<file path="src/rtl/load_store_unit.sv">
// Load/store unit: aligns core byte/half/word accesses onto a 32-bit word memory
// port and returns extended load data or an error cause.
module load_store_unit #(
  parameter int TIMEOUT = 16
) (
  input  logic        clk,
  input  logic        rst,
  input  logic        req_valid,
  output logic        req_ready,
  input  logic        req_we,
  input  logic [31:0] req_adr,
  input  logic [31:0] req_wdata,
  input  logic [1:0]  req_size,
  input  logic        req_unsigned,
  output logic        rsp_valid,
  output logic [31:0] rsp_data,
  output logic        rsp_error,
  output logic [1:0]  rsp_cause,
  output logic        mem_r_v,
  output logic        mem_w_v,
  output logic [31:0] mem_adr,
  output logic [31:0] mem_data,
  output logic [3:0]  mem_strobe,
  input  logic [31:0] mem_resp,
  input  logic        mem_resp_valid,
  input  logic        mem_resp_error
);

  localparam int CW = $clog2(TIMEOUT + 1);

  localparam logic [1:0] CAUSE_NONE  = 2'b00;
  localparam logic [1:0] CAUSE_ALIGN = 2'b01;
  localparam logic [1:0] CAUSE_MEM   = 2'b10;
  localparam logic [1:0] CAUSE_TOUT  = 2'b11;

  typedef enum logic [1:0] {IDLE, ACCESS, RESP} state_t;

  state_t        state_q;
  logic [31:0]   adr_q;
  logic [31:0]   wdata_q;
  logic [31:0]   rdata_q;
  logic          we_q;
  logic          uns_q;
  logic [1:0]    size_q;
  logic [1:0]    cause_q;
  logic [CW-1:0] cnt_q;

  function automatic logic misaligned(input logic [1:0] size, input logic [1:0] a);
    case (size)
      2'b00:   misaligned = 1'b0;
      2'b01:   misaligned = a[0];
      2'b10:   misaligned = (a != 2'b00);
      default: misaligned = 1'b1;
    endcase
  endfunction

  function automatic logic [3:0] lane_strobe(input logic [1:0] size, input logic [1:0] a);
    case (size)
      2'b00:   lane_strobe = 4'b0001 << a;
      2'b01:   lane_strobe = 4'b0011 << a;
      default: lane_strobe = 4'b1111;
    endcase
  endfunction

  function automatic logic [31:0] extract(input logic [31:0] w, input logic [1:0] size,
                                          input logic [1:0] a, input logic uns);
    logic [7:0]  b;
    logic [15:0] h;
    b = w[8*a +: 8];
    h = w[16*a[1] +: 16];
    case (size)
      2'b00:   extract = uns ? {24'd0, b} : {{24{b[7]}}, b};
      2'b01:   extract = uns ? {16'd0, h} : {{16{h[15]}}, h};
      default: extract = w;
    endcase
  endfunction

  always_ff @(posedge clk or posedge rst) begin
    if (rst) begin
      state_q <= IDLE;
      adr_q   <= '0;
      wdata_q <= '0;
      rdata_q <= '0;
      we_q    <= 1'b0;
      uns_q   <= 1'b0;
      size_q  <= '0;
      cause_q <= CAUSE_NONE;
      cnt_q   <= '0;
    end else begin
      case (state_q)
        IDLE: begin
          if (req_valid) begin
            adr_q   <= req_adr;
            wdata_q <= req_wdata;
            we_q    <= req_we;
            uns_q   <= req_unsigned;
            size_q  <= req_size;
            rdata_q <= '0;
            cnt_q   <= '0;
            if (misaligned(req_size, req_adr[1:0])) begin
              cause_q <= CAUSE_ALIGN;
              state_q <= RESP;
            end else begin
              cause_q <= CAUSE_NONE;
              state_q <= ACCESS;
            end
          end
        end
        ACCESS: begin
          // Stores complete after one cycle; loads wait, but arriving data beats the timeout.
          if (we_q) begin
            cause_q <= mem_resp_error ? CAUSE_MEM : CAUSE_NONE;
            state_q <= RESP;
          end else if (mem_resp_valid) begin
            cause_q <= mem_resp_error ? CAUSE_MEM : CAUSE_NONE;
            rdata_q <= mem_resp_error ? 32'd0 : extract(mem_resp, size_q, adr_q[1:0], uns_q);
            state_q <= RESP;
          end else if (cnt_q == CW'(TIMEOUT - 1)) begin
            cause_q <= CAUSE_TOUT;
            state_q <= RESP;
          end else begin
            cnt_q <= cnt_q + CW'(1);
          end
        end
        RESP:    state_q <= IDLE;
        default: state_q <= IDLE;
      endcase
    end
  end

  always_comb begin
    req_ready  = (state_q == IDLE);
    rsp_valid  = 1'b0;
    rsp_data   = '0;
    rsp_error  = 1'b0;
    rsp_cause  = '0;
    mem_r_v    = 1'b0;
    mem_w_v    = 1'b0;
    mem_adr    = '0;
    mem_data   = '0;
    mem_strobe = '0;
    if (state_q == ACCESS) begin
      mem_r_v    = ~we_q;
      mem_w_v    = we_q;
      mem_adr    = {adr_q[31:2], 2'b00};
      mem_data   = wdata_q << (8 * adr_q[1:0]);
      mem_strobe = lane_strobe(size_q, adr_q[1:0]);
    end
    if (state_q == RESP) begin
      rsp_valid = 1'b1;
      rsp_data  = rdata_q;
      rsp_error = (cause_q != CAUSE_NONE);
      rsp_cause = cause_q;
    end
  end

endmodule

</file>
<file path="config.mk">
export PLATFORM = sky130hd
export DESIGN_NAME = load_store_unit
export DESIGN_NICKNAME = d
export VERILOG_FILES = /design/src/rtl/load_store_unit.sv
export SDC_FILE = /design/constraint.sdc
export NUM_CORES = 1
export LEC_CHECK = 0
export BUFFER_PORTS_ARGS = -buffer_cell sky130_fd_sc_hd__buf_4
export CAP_MARGIN = 30
export CORE_AREA = 5 5 131 102
export CTS_CLUSTER_SIZE = 16
export DETAILED_ROUTE_END_ITERATION = 12
export DIE_AREA = 0 0 136 107
export GPL_ROUTABILITY_DRIVEN = 0
export PLACE_DENSITY = 0.8
export SLEW_MARGIN = 40
export SYNTH_ARGS = -nofsm -noshare
export SYNTH_HDL_FRONTEND = slang
export SYNTH_SLANG_ARGS = --single-unit
</file>
<file path="constraint.sdc">
create_clock -name clk -period 4.9 [get_ports clk]
set_clock_uncertainty 0.05 [all_clocks]
set_input_delay 0.98 -clock clk [delete_from_list [all_inputs] [get_ports clk]]
set_output_delay 0.98 -clock clk [all_outputs]
set_load 0.05 [all_outputs]
</file>
Word level (Yosys, flattened, before mapping) --
Cells that the tools add are included.
Word-level totals: logic and storage cells 78, input bits 105, output and inout port bits 107, flip-flop bits (word level) 109
Cells by class: multiplexer cells 39, bitwise gates (word level) 1, equality and inequality tests 12, reduce and logical (&&, ||, !) cells 11, add/subtract/negate cells 1, shift operators 5
Operator list (count):
- 2-to-1 mux 32 bit | 9
- case mux 32 bit (2 select lines) | 2
- indexed part select 32 x 6 -> 16 bit | 1
- indexed part select 32 x 6 -> 8 bit | 1
- left shift 32 x 5 -> 32 bit | 1
- 2-to-1 mux 2 bit | 11
- 2-to-1 mux 5 bit | 4
- != test 2 bit (second input constant) | 5
- case mux 5 bit (2 select lines) | 1
- case mux 2 bit (2 select lines) | 2
- case mux 4 bit (2 select lines) | 1
- 2-to-1 mux 1 bit | 7
- equality test 2 x 1 -> 1 bit (second input constant) | 3
- zero test 2 bit | 3
- nonzero test 2 bit | 3
- adder 5 x 1 -> 5 bit (second input constant) | 1
- equality test 5 x 4 -> 1 bit (second input constant) | 1
- AND reduction 5 bit | 1
- equality test 2 bit (second input constant) | 2
- 2-to-1 mux 4 bit | 1
- != test 4 bit (second input constant) | 1
- AND reduction 2 bit | 2
- AND reduction 4 bit | 1
- left shift 1 x 2 -> 4 bit (first input constant) | 1
- other kinds (4) | 4

Longest topological paths before layout --
Gate-level depths: netlist of run 1.
depth in word-level cells 7, mapped depth 7, depth with buffers taken out 7

Worst setup path after synthesis of run 1 --
Ideal clock, no wire load.
kind flip-flop to output port, start point register adr_q[0], end point output mem_data[26], arrival time 2.322 ns, setup slack 1.548 ns, required time 3.870 ns, stages on the path, launching flop included 6, buffers on the path 3, cell sequence dfrtp_1 -> buf_6 -> clkbuf_1 -> clkbuf_1 -> a211oi_1 -> a211oi_1
Between the ends: word-level cells in the longest chain between the ends 2
Ends and longest elaborated chain:
- from (decl) | line 39 | logic [31:0] adr_q;
- from (signal assigned) | line 93 | adr_q <= req_adr;
- left shift 32 x 5 -> 32 bit | line 146 | mem_data = wdata_q << (8 * adr_q[1:0]);
- 2-to-1 mux 32 bit | line 142 | if (state_q == ACCESS) begin
- to (decl) | line 22 | output logic [31:0] mem_data,
No other way between the ends.

Worst setup path after layout of run 1 --
start point register adr_q[1], end point output mem_data[16]
The elaborated chain is that of the path after synthesis.

==> results of run 1 <==
layout make-up:
class,count,area [sq um],area share [%]
timing repair buffer,218,1637,21.09
sequential,109,2731,35.20
inverter,6,25.02,0.3225
clock buffer,11,252.7,3.258
clock inverter,5,63.81,0.8224
tap,166,207.7,2.677
multi-input combinational,519,2841,36.62
synth_stat cells, types with 2 or more instances:
library cell    n  area share (%)
nand2_1       222              14
dfrtp_1       109              47
and2_1         75             8.1
nor2_1         40             2.6
clkbuf_1       28             1.8
mux2i_1        24             4.1
o21ai_0        24             2.1
a21oi_1        22             1.9
a211oi_1       16             2.1
a221o_1        16             2.8
buf_2          16             1.4
nor2b_1        13             1.4
nand2b_1        8            0.86
o221ai_1        8             1.2
or3_1           8            0.86
a32o_1          7             1.2
inv_1           5            0.32
nand3_1         3            0.26
o21a_1          3            0.39
a22o_1          2            0.30
buf_4           2            0.26
buf_6           2            0.39
ha_1            2            0.43
mux2_4          2            0.52
nor3_1          2            0.17
o21ai_1         2            0.17
or2_2           2            0.22
worst max-delay path: stages (launching register included):
cell and delay [ns]:
dfrtp_1 0.32, buf_4 0.40, inv_1 0.31, nor2_1 0.64
a21oi_1 0.16, nor2_1 0.14, buf_4 0.23
cell usage in the layout (no fill, tap or decap), drive strengths merged, types with 7 or more instances in the layout:
cell | synthesis | layout
a211oi | 17 | 17
a21oi | 22 | 22
a221o | 16 | 16
a32o | 7 | 7
and2 | 75 | 75
buf | 21 | 218
clkbuf | 28 | 11
dfrtp | 109 | 109
inv | 5 | 8
mux2i | 24 | 24
nand2 | 222 | 222
nand2b | 8 | 8
nor2 | 41 | 41
nor2b | 13 | 13
o21ai | 26 | 26
o221ai | 8 | 8
or3 | 9 | 9
per-layer routing:
layer | global-route usage, % | share of wire [%]
met5 | 0 | 0
met2 | 38.83 | 46
met3 | 7.645 | 11
met1 | 32.19 | 42
met4 | 6.403 | 1.7
kinds of logic (layout without fill, tap and decap cells):
kind of cell,count (synthesis),count (layout),synth area share (%)
adder cells (fa/ha/maj),2,2,0.4311
AO/OA/AOI/OAI,108,108,13.54
multiplexers,26,26,4.656
other,1,2,0.06461
XOR/XNOR,1,1,0.1509
AND/OR/NAND/NOR,380,380,29.88
buffers and inverters,55,240,4.290
flip-flops,109,109,46.99
through the flow:
| step | area (sq um) | util, % | hold WS, ns | worst slack [ns] |
|---|---|---|---|---|
| after floorplan | 5808 | - | 0.3874 | 0.9961 |
| after global placement | 7440 | 62.23 | 0.3991 | 1.800 |
| after global routing | 7759 | 64.90 | 0.4344 | 1.133 |
| final | 7759 | 64.90 | 0.4190 | 1.317 |
| after detailed placement | 7440 | 62.23 | 0.4044 | 1.736 |
| after CTS | 7756 | 64.88 | 0.4227 | 1.352 |
state kept, by name (all words and copies together) (netlist names):
name / flops
adr_q: 32
cause_q: 2
cnt_q: 5
rdata_q: 32
size_q: 2
state_q: 2
uns_q: 1
wdata_q: 32
we_q: 1
report_power, final:
group / switching (uW) / internal (uW) / total, uW
Clock: 342 / 431 / 772
Combinational: 572 / 326 / 897
Sequential: 155 / 1050 / 1200
worst paths after layout:
check | start | end | slack [ns] | depth (start not counted)
max | adr_q[1] | mem_data[16] | 1.32 | 6
min | adr_q[31] | adr_q[31] | 0.42 | 2
max reg2reg | size_q[1] | rdata_q[16] | 2.63 | 3
min reg2reg | adr_q[31] | adr_q[31] | 0.42 | 2
max in group asynchronous | rst | rdata_q[3] | 3.21 | 3
min in group asynchronous | rst | adr_q[28] | 0.69 | 2
==> flow_summary.json, run 1 <==
{
  "outcome": "finished, final reports clean",
  "ys.flop_type": "dfrtp_1",
  "rsz0062_at_grt": "false",
  "max_slew_margin_pct": 45.86,
  "die_y_microns": 107,
  "hold_violations": 0,
  "syn_area_per_cell_sq_um": 8.511,
  "totalWireLength_microns": 17500,
  "layout-drive-gt1-share_pct": 28.69,
  "tightest_slew_ns": 0.8101,
  "yosysUniqueCellTypes": 46,
  "antenna_cells": 0,
  "synth-seq-cells": 109,
  "hpwl_microns": 12870,
  "power.leakage_uw": 0.004023,
  "drt_iter0_markers": 370,
  "numCtsBuffers": 9,
  "cts_resized": 0,
  "layout.nets": 970,
  "finalCritPeriodShare_pct": 73.12,
  "synth-edff-count": 0,
  "antenna_found_initial": 0,
  "clock-sinks": 109,
  "fin_cells": 1034,
  "cap_violations": 0,
  "io_buffers": 209,
  "clk_pin_slew_ns": 0.07,
  "fin_crit_ns": 3.583,
  "setup_viol": 0,
  "ys_warn_count": 0,
  "grt_pass1_vias": 5369,
  "ant_nets": 0,
  "cp-start-kind": "flop",
  "detail_route.wl_per_cell_microns": 16.93,
  "placed_cells_incl_taps": 1018,
  "crit_type": "reg2out",
  "clock_path_buffers": 2,
  "grtUsageTotal_pct": 24.33,
  "hp-class": "reg2reg",
  "die_w_microns": 136,
  "viasPerCell": 5.307,
  "grt_first_pass_wirelength_microns": 28240,
  "grt_start_max_net_pins": 54,
  "power.density_nw_per_um2": 370.2,
  "gr-total-overflow": 0,
  "crit_required_ns": 3.87,
  "h-tree-depth": 3,
  "initial_core_util_pct": 48.55,
  "io-pin-count": 212,
  "synth_area_sq_um": 5804,
  "nFillCells": 1021,
  "route.detailed.drc": 0,
  "synthArstFlopShare_pct": 100.0,
  "dr.pass1.iters": 4,
  "vias": 5487,
  "synth_cells": 682,
  "ir_drop_mv": 0.1947,
  "p_total_uw": 2872,
  "fmax_mhz": 279.1,
  "clk-insertion-delay-late_ns": 0.34,
  "dieArea_sq_um": 14550,
  "area.growth.synth_to_final_pct": 33.67,
  "tns_ns": 0,
  "postCtsHoldBufs": 0,
  "critPathMaxFanout": 42,
  "post_cts_buffers": 0,
  "final_max_slew_viol_count": 0,
  "cts_tree": "built",
  "core_area_sq_um": 11960,
  "ys_seq_area_share_pct": 46.99,
  "cp.arrival_ns": 2.55,
  "worstSetupEndpointType": "output port",
  "cts.root.buffer_cell": "clkbuf_16",
  "rows": 35
}
No activity file was read; power rests on OpenSTA's default activity.
==> inputs of run 2 (changes only) <==
--- a/config.mk
+++ b/config.mk
@@ -5,14 +5,15 @@
 export SDC_FILE = /design/constraint.sdc
 export NUM_CORES = 1
 export LEC_CHECK = 0
+export ABC_AREA = 1
 export BUFFER_PORTS_ARGS = -buffer_cell sky130_fd_sc_hd__buf_4
 export CAP_MARGIN = 30
-export CORE_AREA = 5 5 131 102
+export CORE_AREA = 5 5 139 108
 export CTS_CLUSTER_SIZE = 16
 export DETAILED_ROUTE_END_ITERATION = 12
-export DIE_AREA = 0 0 136 107
+export DIE_AREA = 0 0 144 113
 export GPL_ROUTABILITY_DRIVEN = 0
-export PLACE_DENSITY = 0.8
+export PLACE_DENSITY = 0.76
 export SLEW_MARGIN = 40
 export SYNTH_ARGS = -nofsm -noshare
 export SYNTH_HDL_FRONTEND = slang
==> constraint.sdc (replaced) <==
create_clock -name clk -period 3.05 [get_ports clk]
set_clock_uncertainty 0.05 [all_clocks]
set_input_delay 0.61 -clock clk [delete_from_list [all_inputs] [get_ports clk]]
set_output_delay 0.61 -clock clk [all_outputs]
set_load 0.05 [all_outputs]
==> run 2 against run 1 <==
Clock-buffer cell count shrank 2. Register-to-register slack lost 1.7 ns. Sequential share of layout area shrank 0.53 points. Sequential power grew 60%. Die area grew 12%. Utilization shrank 6.5 points. Critical path depth is the same. Total power grew 73%. Sequential cell count is the same. Cell count grew 11%. Final area grew 1.4%. Global-route usage shrank 3.1 points. Largest cell class is now registers. Largest power group is now combinational logic.
==> flow_summary.json, run 2 <==
{
  "outcome": "finished, final reports clean",
  "critPathMaxFanout": 29,
  "rows": 37,
  "gr-usage-met2_pct": 32.55,
  "crit_path_cell_trace": "inv_1, nand2_1, inv_2, nand2_2, o32ai_1, buf_4",
  "io-pin-count": 212,
  "synth_cells": 784,
  "crit_required_ns": 2.39,
  "gr-total-overflow": 0,
  "critPathTopFamily": "buffers and inverters",
  "synthArstFlopShare_pct": 100.0,
  "drt_iter0_markers": 452,
  "cp.arrival_ns": 2.00,
  "nFillCells": 1245,
  "synth-seq-cells": 109,
  "fmax_mhz": 376.4,
  "max_slew_margin_pct": 56.15,
  "initial_core_util_pct": 43.81,
  "final_max_slew_viol_count": 0,
  "rsz0062_at_grt": "false",
  "layout-drive-gt1-share_pct": 29.17,
  "worst-path-buf-inv": 3,
  "io_buffers": 209,
  "core_area_sq_um": 13470,
  "tightest_slew_ns": 0.6553,
  "top_regs": "adr_q x32, rdata_q x32, wdata_q x32",
  "multi_input_area_sq_um": 2619,
  "layout.nets": 1080,
  "crit_type": "reg2out",
  "crit_path_max_incr_delay_ns": 0.39,
  "dr.pass1.iters": 5,
  "fin_ws_ns": 0.3932,
  "layout.cells.most_common": "buf_4",
  "hp-class": "in2async",
  "totalWireLength_microns": 17270,
  "yosysUniqueCellTypes": 27,
  "cap_violations": 0,
  "clk_pin_slew_ns": 0.07,
  "h-tree-depth": 3,
  "final_cell_mix": "buf_4 (218), nor2_1 (183), nand2_1 (174), dfrtp_1 (109), inv_1 (91)",
  "yosysTopAreaCellShare_pct": 46.22,
  "regArea_sq_um": 2728,
  "postCtsHoldBufs": 0,
  "cts_tree": "built",
  "yosys-top-cells-count": "nor2_1 (184), nand2_1 (176), dfrtp_1 (109)",
  "ant_nets": 0,
  "yosys-top-cells-area": "dfrtp_1 (46%), nor2_1 (12%), nand2_1 (11%), mux2_2 (6.1%), inv_1 (5.9%)",
  "synth_top_area_cell": "dfrtp_1",
  "grtUsageTotal_pct": 21.25,
  "cpMaxStageDelayCell": "dfrtp_1",
  "met3_usage_pct": 6.717,
  "syn_area_per_cell_sq_um": 7.528,
  "synth-edff-count": 0,
  "die_y_microns": 113,
  "clock_path_buffers": 2,
  "antenna_cells": 0,
  "detail_route.wl_per_cell_microns": 14.99,
  "yosysMostFrequentCell": "nor2_1",
  "ir_drop_mv": 0.3507,
  "grt_start_max_net_pins": 110,
  "ys_seq_area_share_pct": 46.22,
  "busiest_layer": "met2",
  "ys.flop_type": "dfrtp_1",
  "tns_ns": 0,
  "dieArea_sq_um": 16270,
  "worstSetupEndpointType": "output port",
  "hpwl_microns": 13010,
  "vias": 5707,
  "hold_violations": 0,
  "numCtsBuffers": 9,
  "pre_cts_ws_ns": 0.4719,
  "route.detailed.drc": 0,
  "fin_crit_ns": 2.657,
  "setup_viol": 0,
  "grt_first_pass_wirelength_microns": 27900,
  "clock-sinks": 109,
  "ys_warn_count": 0,
  "power.leakage_uw": 0.004175,
  "cts.root.buffer_cell": "clkbuf_16",
  "use_met1_pct": 29.79,
  "area.growth.synth_to_final_pct": 33.31,
  "die_w_microns": 144,
  "finalCritPeriodShare_pct": 87.11,
  "synth_area_sq_um": 5902,
  "antenna_found_initial": 0,
  "post_cts_buffers": 0,
  "grt_pass1_vias": 5496,
  "power.density_nw_per_um2": 631.8,
  "viasPerCell": 4.954,
  "clk-insertion-delay-late_ns": 0.35,
  "cts_resized": 0,
  "cp-start-kind": "flop"
}
[run 2: cell types whose count changed after synthesis, moves of 17 or more]
| cell | change |
|---|---|
| nand3_1 | +19 |
| and2_1 | -75 |
| nand2_1 | -46 |
| inv_1 | +87 |
| nor2_1 | +144 |
| a21oi_1 | +28 |
| mux2_2 | +32 |
| clkbuf_1 | -17 |
[run 2: power by group]
group	leakage (uW)	switching, uW	total [uW]	internal, uW
sequential	0.00134	187	1920	1730
combinational	0.00270	1300	1950	654
clock	0.000137	546	1110	559
[run 2: final timing paths]
kind                       slack [ns]        start      endpoint  cells past startpoint
max                              0.39   state_q[1]  mem_data[23]                      6
min in group clk                 0.43  rdata_q[21]   rdata_q[21]                      2
min                              0.38          rst    rdata_q[8]                      3
min reg2reg                      0.43  rdata_q[21]   rdata_q[21]                      2
max reg2reg                      0.95   state_q[1]    rdata_q[6]                      6
max in group asynchronous        2.13          rst     adr_q[15]                      3
[run 2: layout make-up]
type,count,share of cell area (%)
Sequential cell,109,34.67
Clock inverter,6,0.5725
Multi-Input combinational cell,535,33.29
Clock buffer,9,2.863
Inverter,99,4.771
Timing Repair Buffer,219,21.06
Tap cell,175,2.783
[run 2: per-layer routing]
layer  up-vias  part of all wire, %
met5         -                    0
met4         0                  1.4
met3        18                   11
met2       242                   45
met1      2632                   43
li1       2815                    -
[run 2: cells by family after synthesis]
group | synth area share [%]
compound gates | 9.794
xor+xnor | 0.1484
fa+ha+maj | 0.4239
buf+inv | 9.816
flops | 46.22
mux | 7.462
other cells | 0.06354
simple gates | 26.08
[run 2: tightest hold or removal path, cell delays in order]
cell,delay (ns)
buf_4,0.12
clkinvlp_4,0.07
buf_12,0.43
[run 2: metrics by stage]
stage	cell area (sq um)	instances	util [%]	power (uW)	hold slack (ns)
3_5_place_dp	7595	1137	56.38	3890	0.4146
5_1_grt	7868	1152	58.40	5294	0.4021
3_3_place_gp	7587	1137	56.32	3857	0.4146
4_1_cts	7865	1152	58.38	5007	0.4102
6_report	7868	1152	58.40	4971	0.3754
2_1_floorplan	5912	785	-	3319	0.3989
==> inputs of run 3 (changes only) <==
--- a/config.mk
+++ b/config.mk
@@ -13,7 +13,7 @@
 export DETAILED_ROUTE_END_ITERATION = 12
 export DIE_AREA = 0 0 144 113
 export GPL_ROUTABILITY_DRIVEN = 0
-export PLACE_DENSITY = 0.76
+export PLACE_DENSITY = 0.75
 export SLEW_MARGIN = 40
 export SYNTH_ARGS = -nofsm -noshare
 export SYNTH_HDL_FRONTEND = slang
==> run 3 against run 2 <==
Sequential power hardly changed. Clock power is 25% higher. Largest cell class unchanged. Die area stayed put. Critical endpoint is now mem_data[25]. Fmax is 0.80% lower. Total power is 5.8% higher. Highest routed layer unchanged. Wire length is 0.97% higher.
==> flow_summary.json, run 3 (synthesis gave the netlist of run 2 again) <==
{
  "outcome": "finished, final reports clean",
  "clock_path_buffers": 2,
  "die_y_microns": 113,
  "hpwl_microns": 13180,
  "final_max_slew_viol_count": 0,
  "swShare_pct": 39.06,
  "totalWireLength_microns": 17440,
  "fin_crit_ns": 2.678,
  "reg2reg_to": "rdata_q[2]",
  "cts.root.buffer_cell": "clkbuf_16",
  "crit_type": "reg2out",
  "cts_resized": 0,
  "grtUsageTotal_pct": 21.71,
  "layout-drive-gt1-share_pct": 29.46,
  "pwr-share-seq_pct": 36.7,
  "final_cell_area_sq_um": 7968,
  "tns_ns": 0,
  "power.density_nw_per_um2": 659.9,
  "route.detailed.drc": 0,
  "numCtsBuffers": 9,
  "layout.nets": 1083,
  "pre_cts_ws_ns": 0.4471,
  "postCtsHoldBufs": 0,
  "h-tree-depth": 3,
  "gr-total-overflow": 0,
  "critPathMaxFanout": 29,
  "cts_tree": "built",
  "dr.pass1.iters": 5,
  "dieArea_sq_um": 16270,
  "grt_start_max_net_pins": 61,
  "nFillCells": 1254,
  "clock-sinks": 109,
  "grt_first_pass_wirelength_microns": 28290,
  "rows": 37,
  "place_area_sq_um": 7610,
  "hp-class": "in2async",
  "p_sw_uw": 2054,
  "setup_viol": 0,
  "max_slew_margin_pct": 56.00,
  "ant_nets": 0,
  "hold_violations": 0,
  "antenna_cells": 0,
  "reg2reg_depth": 7,
  "finalCritPeriodShare_pct": 87.81,
  "antenna_found_initial": 0,
  "r2r-start": "state_q[0]",
  "ir_drop_mv": 0.3828,
  "cp.arrival_ns": 2.02,
  "crit_required_ns": 2.39,
  "detail_route.wl_per_cell_microns": 15.09,
  "initial_core_util_pct": 43.81,
  "area.growth.synth_to_final_pct": 35.00,
  "io-pin-count": 212,
  "layout.cells.most_common": "buf_4",
  "rsz0062_at_grt": "false",
  "clk_pin_slew_ns": 0.08,
  "final_cell_mix": "buf_4 (221), nor2_1 (183), nand2_1 (174), dfrtp_1 (109), inv_1 (91)",
  "io_buffers": 209,
  "cp-start-kind": "flop",
  "multi_input_area_sq_um": 2611,
  "viasPerCell": 4.916,
  "die_w_microns": 144,
  "drt_iter0_markers": 446,
  "hold_ws_ns": 0.2040,
  "grt_pass1_vias": 5697,
  "p_int_uw": 3204,
  "tightest_slew_ns": 0.6584,
  "top_regs": "adr_q x32, rdata_q x32, wdata_q x32",
  "combPwrFrac_pct": 37.0,
  "cap_violations": 0,
  "reg2reg_slack_ns": 1.04,
  "vias": 5683,
  "power.leakage_uw": 0.004225,
  "regArea_sq_um": 2728,
  "post_cts_buffers": 0,
  "p_clk_share_pct": 26.4,
  "clk-insertion-delay-late_ns": 0.35,
  "worstSetupEndpointType": "output port",
  "fmax_mhz": 373.4,
  "core_area_sq_um": 13470,
  "fin_ws_ns": 0.3718
}
[run 3: final cells by class]
type,count,share of cell area [%]
timing repair buffer,222,21.07
sequential,109,34.23
tap,175,2.748
inverter,99,4.711
clock inverter,7,1.633
clock buffer,9,2.827
multi-input combinational,535,32.77
[run 3: power groups by stage]
stage / clock (uW) / sequential, uW / combinational (uW)
3_3_place_gp: 0 / 1940 / 1930
2_1_floorplan: 0 / 1870 / 1450
5_1_grt: 1480 / 1960 / 2150
4_1_cts: 1420 / 1930 / 1950
6_report: 1390 / 1930 / 1940
3_5_place_dp: 0 / 1950 / 1940
[run 3: through the flow]
step                std cells  power [uW]  utilization [%]
CTS                      1156        5292            59.13
floorplan                 785        3319                -
finish                   1156        5258            59.14
global placement         1140        3862            56.49
global route             1156        5586            59.14
detailed placement       1140        3892            56.49
[run 3: worst max-delay path by stage]
stage,from,to,slack (ns),cells past startpoint
after detailed placement,state_q[1],mem_data[18],0.45,6
after CTS,state_q[1],mem_data[18],0.06,6
final,state_q[1],mem_data[25],0.37,6
after floorplan,state_q[1],mem_data[27],0.21,6
after global routing,state_q[1],mem_data[27],0.18,6
after global placement,state_q[1],mem_data[28],0.50,6
[run 3: worst max-delay path, stage by stage, from the launching register on]
cell	delay (ns)
dfrtp_1	0.39
inv_1	0.09
nand2_1	0.08
inv_2	0.15
nand2_2	0.33
o32ai_1	0.37
buf_4	0.26
[run 3: layer usage]
layer	up-vias	global-route usage, %	share of wire [%]
li1	2820	-	-
met1	2601	29.33	43
met2	240	33.23	44
met3	22	7.774	11
met4	0	5.772	1.9
met5	-	0	0
